**src/rtl/rr_arbiter_n.sv**
```systemverilog
// N-way round-robin arbiter with per-grant time quantum, early release on last,
// and lock override of quantum expiry. All outputs are registered.
module rr_arbiter_n #(
    parameter int  NUM_REQ = 4,
    parameter int  QUANTUM = 16,
    localparam int IDX_W   = $clog2(NUM_REQ)
) (
    input  logic               clk,
    input  logic               resetn,
    input  logic [NUM_REQ-1:0] req,
    input  logic [NUM_REQ-1:0] last,
    input  logic [NUM_REQ-1:0] lock,
    output logic [NUM_REQ-1:0] grnt,
    output logic               grnt_valid,
    output logic [IDX_W-1:0]   grnt_idx,
    output logic               quantum_exp
);

    localparam int               TMR_W    = (QUANTUM > 2) ? $clog2(QUANTUM) : 1;
    localparam logic [TMR_W-1:0] TMR_LAST = TMR_W'(QUANTUM - 1);
    localparam logic [IDX_W-1:0] IDX_MAX  = IDX_W'(NUM_REQ - 1);

    typedef enum logic {IDLE, GRANT} state_t;

    state_t             state_q, state_d;
    logic [IDX_W-1:0]   ptr_q, ptr_d;
    logic [TMR_W-1:0]   timer_q, timer_d;
    logic [NUM_REQ-1:0] grnt_d;
    logic [IDX_W-1:0]   idx_d;
    logic               qexp_d;

    // Returns {found, index} of the first set bit of mask scanning upward from start.
    function automatic logic [IDX_W:0] pick(input logic [NUM_REQ-1:0] mask,
                                            input logic [IDX_W-1:0]   start);
        logic [IDX_W:0] res;
        int             j;
        res = '0;
        for (int k = 0; k < NUM_REQ; k++) begin
            j = (int'(start) + k) % NUM_REQ;
            if (!res[IDX_W] && mask[j]) begin
                res = {1'b1, IDX_W'(j)};
            end
        end
        return res;
    endfunction

    logic [IDX_W-1:0]   nxt_idx;
    logic [NUM_REQ-1:0] others;
    logic               rel_ab, rel_c, at_quantum;
    logic [IDX_W:0]     idle_pick, rel_pick;

    assign nxt_idx    = (grnt_idx == IDX_MAX) ? '0 : grnt_idx + 1'b1;
    assign others     = req & ~grnt;
    assign at_quantum = (timer_q == TMR_LAST);
    assign rel_ab     = !req[grnt_idx] || last[grnt_idx];
    assign rel_c      = at_quantum && !lock[grnt_idx] && (|others);
    assign idle_pick  = pick(req, ptr_q);
    assign rel_pick   = pick(others, nxt_idx);

    always_comb begin
        state_d = state_q;
        ptr_d   = ptr_q;
        timer_d = timer_q;
        grnt_d  = grnt;
        idx_d   = grnt_idx;
        qexp_d  = 1'b0;
        case (state_q)
            IDLE: begin
                if (idle_pick[IDX_W]) begin
                    state_d = GRANT;
                    idx_d   = idle_pick[IDX_W-1:0];
                    grnt_d  = NUM_REQ'(1) << idle_pick[IDX_W-1:0];
                    timer_d = '0;
                end
            end
            GRANT: begin
                if (rel_ab || rel_c) begin
                    ptr_d   = nxt_idx;
                    timer_d = '0;
                    // A quantum handover is flagged only when no holder-side release coincides.
                    qexp_d  = !rel_ab;
                    if (rel_pick[IDX_W]) begin
                        idx_d  = rel_pick[IDX_W-1:0];
                        grnt_d = NUM_REQ'(1) << rel_pick[IDX_W-1:0];
                    end else begin
                        state_d = IDLE;
                        idx_d   = '0;
                        grnt_d  = '0;
                    end
                end else begin
                    timer_d = at_quantum ? '0 : timer_q + 1'b1;
                end
            end
            default: state_d = IDLE;
        endcase
    end

    always_ff @(posedge clk or negedge resetn) begin
        if (!resetn) begin
            state_q     <= IDLE;
            ptr_q       <= '0;
            timer_q     <= '0;
            grnt        <= '0;
            grnt_valid  <= 1'b0;
            grnt_idx    <= '0;
            quantum_exp <= 1'b0;
        end else begin
            state_q     <= state_d;
            ptr_q       <= ptr_d;
            timer_q     <= timer_d;
            grnt        <= grnt_d;
            grnt_valid  <= |grnt_d;
            grnt_idx    <= idx_d;
            quantum_exp <= qexp_d;
        end
    end

endmodule
```
**config.mk**
```make
export PLATFORM = sky130hd
export DESIGN_NAME = rr_arbiter_n
export DESIGN_NICKNAME = d
export VERILOG_FILES = /design/src/rtl/rr_arbiter_n.sv
export SDC_FILE = /design/constraint.sdc
export NUM_CORES = 1
export LEC_CHECK = 0
export ABC_CLOCK_PERIOD_IN_PS = 1950
export BUFFER_PORTS_ARGS = -buffer_cell sky130_fd_sc_hd__buf_2
export CORE_AREA = 2 2 50 52
export DETAILED_ROUTE_END_ITERATION = 8
export DIE_AREA = 0 0 52 54
export GPL_TIMING_DRIVEN = 0
export MAX_ROUTING_LAYER = met4
export PLACE_DENSITY = 0.8
export SYNTH_ARGS = -nofsm -noshare
export SYNTH_HDL_FRONTEND = slang
export SYNTH_SLANG_ARGS = --single-unit
```
**constraint.sdc**
```tcl
create_clock -name clk -period 1.95 [get_ports clk]
set_clock_uncertainty 0.05 [all_clocks]
set_input_delay 0.2925 -clock clk [delete_from_list [all_inputs] [get_ports clk]]
set_output_delay 0.2925 -clock clk [all_outputs]
set_load 0.01 [all_outputs]
```
==> impl_summary.log <==
[metrics] clock net sink count: 15
[metrics] final weighted congestion of routability-driven global placement: 0.915
[metrics] Worst EP required: 2.06 ns
[metrics] # Max-Cap Violations: 0
[metrics] number of enable flip-flop cells after synthesis: 0
[metrics] worst slew margin relative to its limit: 0.587
[metrics] Pleak: 0.000619 uW
[metrics] Synth Area in Compound Gates: 0.267
[metrics] top-level I/O count: 22
[metrics] maximum fanout along the worst path: 6
[metrics] transition time of the tightest slew-check pin: 0.614 ns
[metrics] vias per inst: 5.81
[metrics] starting density of the core: 0.445
[metrics] number of violations reported at the end of detailed-routing iteration 0: 38
[metrics] number of placed instances with taps included: 161
[metrics] worst setup slack before clock tree synthesis: -0.0850 ns
[metrics] Synth Cell Area: 1030 um2
[metrics] clock root buffer: sky130_fd_sc_hd__clkbuf_4
[metrics] post-synthesis average cell area: 9.38 um2
[metrics] global-route wire length before repair: 4420 um
[metrics] core region area: 2320 um2
[metrics] asr flop ratio synth: 1.00
[metrics] clock-pin slew reported for the worst setup and hold paths after clock tree synthesis: 0.09 ns
[metrics] unique cell type count in the Yosys netlist: 40
[metrics] via count: 1016
[metrics] post-synthesis share of cell area spent on full adders, half adders and majority gates: 0.0242
[metrics] type of element launching the critical path: flip-flop
[metrics] Final Worst Setup Slack: -0.0248 ns
[metrics] router iterations before antenna repair: 6
[metrics] depth of the worst register-to-register path: 5
[metrics] setup repair after global routing missed its margin: true
[metrics] worst reg-to-reg setup slack: -0.02 ns
[metrics] final critical-path share of the clock period: 1.01
[metrics] post-synthesis register bit count: 15
[metrics] Die Ht: 54 um
[metrics] met2 layer usage reported by global route: 0.382
[metrics] relative area change from synthesis to final layout: 28.7%
[metrics] top flip-flop cell by instance count after synthesis: sky130_fd_sc_hd__dfrtp_1
[metrics] timing startpoint of the critical path: grnt_idx[0]
[metrics] Post-Synthesis Net Count: 126
[metrics] # setup viols final: 3
[metrics] routed wire length per instance: 15.4 um
[metrics] endpoints failing hold: 0
[metrics] worst-case clock buffer depth: 2
[metrics] die area: 2810 um2
[metrics] antenna violations before repair: 0
[metrics] Die Wd: 52 um
[metrics] grt met3 use: 0.0333
[metrics] status: finished with violations
[metrics] global-route met1 utilization: 0.260
[metrics] Reg-to-Reg Start: grnt_idx[0]
[metrics] Seq/Total Area, Yosys: 0.364
[metrics] worst setup path end: grnt[3]
[metrics] critical path class: reg -> reg
[metrics] IR Drop Worst-Case VDD: 724 uV
[metrics] worst endpoint data arrival time: 2.09 ns
[metrics] Worst setup EP type: flip-flop
[metrics] drt drc: 0
[metrics] post-detailed-placement half-perimeter wirelength: 1950 um
[metrics] most area-consuming cells after synthesis: sky130_fd_sc_hd__dfrtp_1, sky130_fd_sc_hd__nand2b_1, sky130_fd_sc_hd__mux4_2, sky130_fd_sc_hd__nor2_1, sky130_fd_sc_hd__nor2b_1
[metrics] count of buffers from port buffering: 21
[metrics] maximum frequency from static timing analysis: 0.506 GHz
[metrics] post-synthesis mux area share: 0.0436
[metrics] areal power density over the cells: 1480 nW/um2
[metrics] final number of max-transition violations: 0
[metrics] number of diodes added for antenna fixing: 0
[metrics] combinational family with the most area after synthesis: simple AND/OR/NAND/NOR gates
[metrics] minimum period implied by the final worst setup slack: 1.97 ns
[metrics] simple logic cell fraction of the synthesized area: 0.284
[metrics] net count reported at finish: 162
[metrics] Cells after Synth: 110
[metrics] clock latency reported for the late side of the worst-skew pair: 0.28 ns
[metrics] fill cell instance count of the final layout: 205
[metrics] Reg-to-Reg End: grnt[3]
[metrics] H-tree Lvls: 1
[metrics] number of CTS-inserted buffers: 3
[metrics] grt peak-use layer: met2
[metrics] Post-DP Area: 1170 um2
[metrics] maximum number of pins on one net before global-route repair: 16
[metrics] number of cell rows: 18
[metrics] Synth Area in XOR/XNOR: 0
[metrics] post-detailed-routing wire length: 2690 um
[metrics] final instance area: 1330 um2
[metrics] layout cell share with drive strength beyond 1: 0.359
[metrics] antenna-violating nets left: 0
[metrics] Finished Layout Cells: 175
[metrics] class of the worst hold path: in -> async
[metrics] Synth top area share: 0.364
[metrics] total gr overflow: 0
[metrics] failing checks: setup timing
[metrics] CTS tree: built
[metrics] cell type with the highest aggregate area in the netlist: sky130_fd_sc_hd__dfrtp_1
[metrics] via count of the first global-routing pass: 979
[metrics] global routing usage summed across all routing layers: 0.222
[metrics] synth warn: 0
[through the flow]
| stage | TNS (ns) | hold slack, ns | util | power (uW) |
|---|---|---|---|---|
| after floorplan | 0 | -0.0531 | - | 1240 |
| after global placement | -0.0760 | 0.159 | 0.506 | 1470 |
| after detailed placement | -0.208 | 0.176 | 0.506 | 1500 |
| after CTS | 0 | 0.399 | 0.545 | 1790 |
| after global routing | -0.358 | 0.404 | 0.573 | 2100 |
| final | -0.0467 | 0.393 | 0.573 | 1960 |
[cell type report]
type                       instances  area, um2  area share
clock buffer                       4       26.3      0.0198
sequential                        15        378       0.284
multi-input combinational         90        678       0.510
tap                               30       37.5      0.0282
inverter                           5       18.8      0.0141
timing repair buffer              31        190       0.143
[cells by family (layout without fill, tap and decap cells)]
logic type	after synthesis	in the layout
buffers and inverters	5	40
AND/OR/NAND/NOR	51	51
AO/OA/AOI/OAI	35	35
flip-flops	15	15
adder cells (fa/ha/maj)	2	2
multiplexers	2	2
[registers in the layout, summed over array words and instances (netlist names)]
name,cells
quantum_exp,1
timer_q,4
ptr_q,2
grnt,4
state_q,1
grnt_valid,1
grnt_idx,2
[where the power goes]
group	switching (uW)	internal, uW	total, uW	leakage [uW]
Sequential	139	423	562	0.000187
Clock	101	79.4	180	0.0000150
Combinational	620	602	1220	0.000417
Total	860	1100	1960	0.000619
[Yosys cell counts (2+ instances only)]
library cell	count
sky130_fd_sc_hd__nor4_1	2
sky130_fd_sc_hd__nor2b_1	6
sky130_fd_sc_hd__nor2_1	11
sky130_fd_sc_hd__o21ai_0	3
sky130_fd_sc_hd__or2_2	2
sky130_fd_sc_hd__nor3b_1	3
sky130_fd_sc_hd__ha_1	2
sky130_fd_sc_hd__o21ai_1	2
sky130_fd_sc_hd__a221o_1	3
sky130_fd_sc_hd__o32a_1	2
sky130_fd_sc_hd__dfrtp_1	15
sky130_fd_sc_hd__nor3_1	5
sky130_fd_sc_hd__nand3_1	2
sky130_fd_sc_hd__nand2_1	5
sky130_fd_sc_hd__o221ai_1	2
sky130_fd_sc_hd__a21oi_1	7
sky130_fd_sc_hd__mux4_2	2
sky130_fd_sc_hd__nand2b_1	9
sky130_fd_sc_hd__inv_1	4
sky130_fd_sc_hd__a21o_1	3
[worst min path at each step]
| stage | slack [ns] | to | cells after the start |
|---|---|---|---|
| 2_1_floorplan | -0.05 | grnt[0] | 0 |
| 3_3_place_gp | 0.16 | timer_q[2] | 1 |
| 3_5_place_dp | 0.18 | timer_q[3] | 1 |
| 4_1_cts | 0.40 | timer_q[3] | 2 |
| 5_1_grt | 0.40 | timer_q[1] | 2 |
| 6_report | 0.39 | timer_q[3] | 2 |
[routing by layer]
layer / routed length, um / part of all wire
met1: 1150 / 0.43
met2: 1390 / 0.52
met3: 125 / 0.046
met4: 27 / 0.010
met5: 0 / 0
[cell usage in the layout, fill, tap and decap left out, types with 2 or more instances in the layout]
| master | count |
|---|---|
| sky130_fd_sc_hd__mux4_2 | 2 |
| sky130_fd_sc_hd__a21oi_1 | 5 |
| sky130_fd_sc_hd__o221ai_1 | 2 |
| sky130_fd_sc_hd__dfrtp_1 | 13 |
| sky130_fd_sc_hd__a21o_1 | 3 |
| sky130_fd_sc_hd__a211oi_4 | 2 |
| sky130_fd_sc_hd__buf_4 | 7 |
| sky130_fd_sc_hd__nand2_1 | 5 |
| sky130_fd_sc_hd__o21ai_1 | 3 |
| sky130_fd_sc_hd__nor2_1 | 10 |
| sky130_fd_sc_hd__nor2b_1 | 5 |
| sky130_fd_sc_hd__o32a_1 | 2 |
| sky130_fd_sc_hd__nor3_1 | 5 |
| sky130_fd_sc_hd__o21ai_0 | 2 |
| sky130_fd_sc_hd__nand2b_1 | 9 |
| sky130_fd_sc_hd__buf_6 | 2 |
| sky130_fd_sc_hd__or2_2 | 2 |
| sky130_fd_sc_hd__buf_2 | 21 |
| sky130_fd_sc_hd__clkbuf_4 | 3 |
| sky130_fd_sc_hd__a221o_1 | 3 |
| sky130_fd_sc_hd__nor4_1 | 2 |
| sky130_fd_sc_hd__a21oi_2 | 2 |
| sky130_fd_sc_hd__ha_1 | 2 |
| sky130_fd_sc_hd__dfrtp_2 | 2 |
| sky130_fd_sc_hd__inv_1 | 4 |
| sky130_fd_sc_hd__nand3_1 | 2 |
| sky130_fd_sc_hd__nor3b_1 | 3 |
[critical path, stage by stage, from the launching register on]
cell and delay (ns):
sky130_fd_sc_hd__dfrtp_2 0.47, sky130_fd_sc_hd__inv_2 0.09, sky130_fd_sc_hd__mux4_2 0.57, sky130_fd_sc_hd__o21ai_4 0.25, sky130_fd_sc_hd__nor2_1 0.06, sky130_fd_sc_hd__a221o_1 0.36
[repair_timing]
item,CTS,global route
setup buffers,3,6
resized for setup,7,6
pin swaps,3,5
endpoints found under the setup margin,5,8
endpoints found under the hold margin,15,0
hold buffers,1,0
gates cloned,0,0
(Power assumes the default switching activity.)
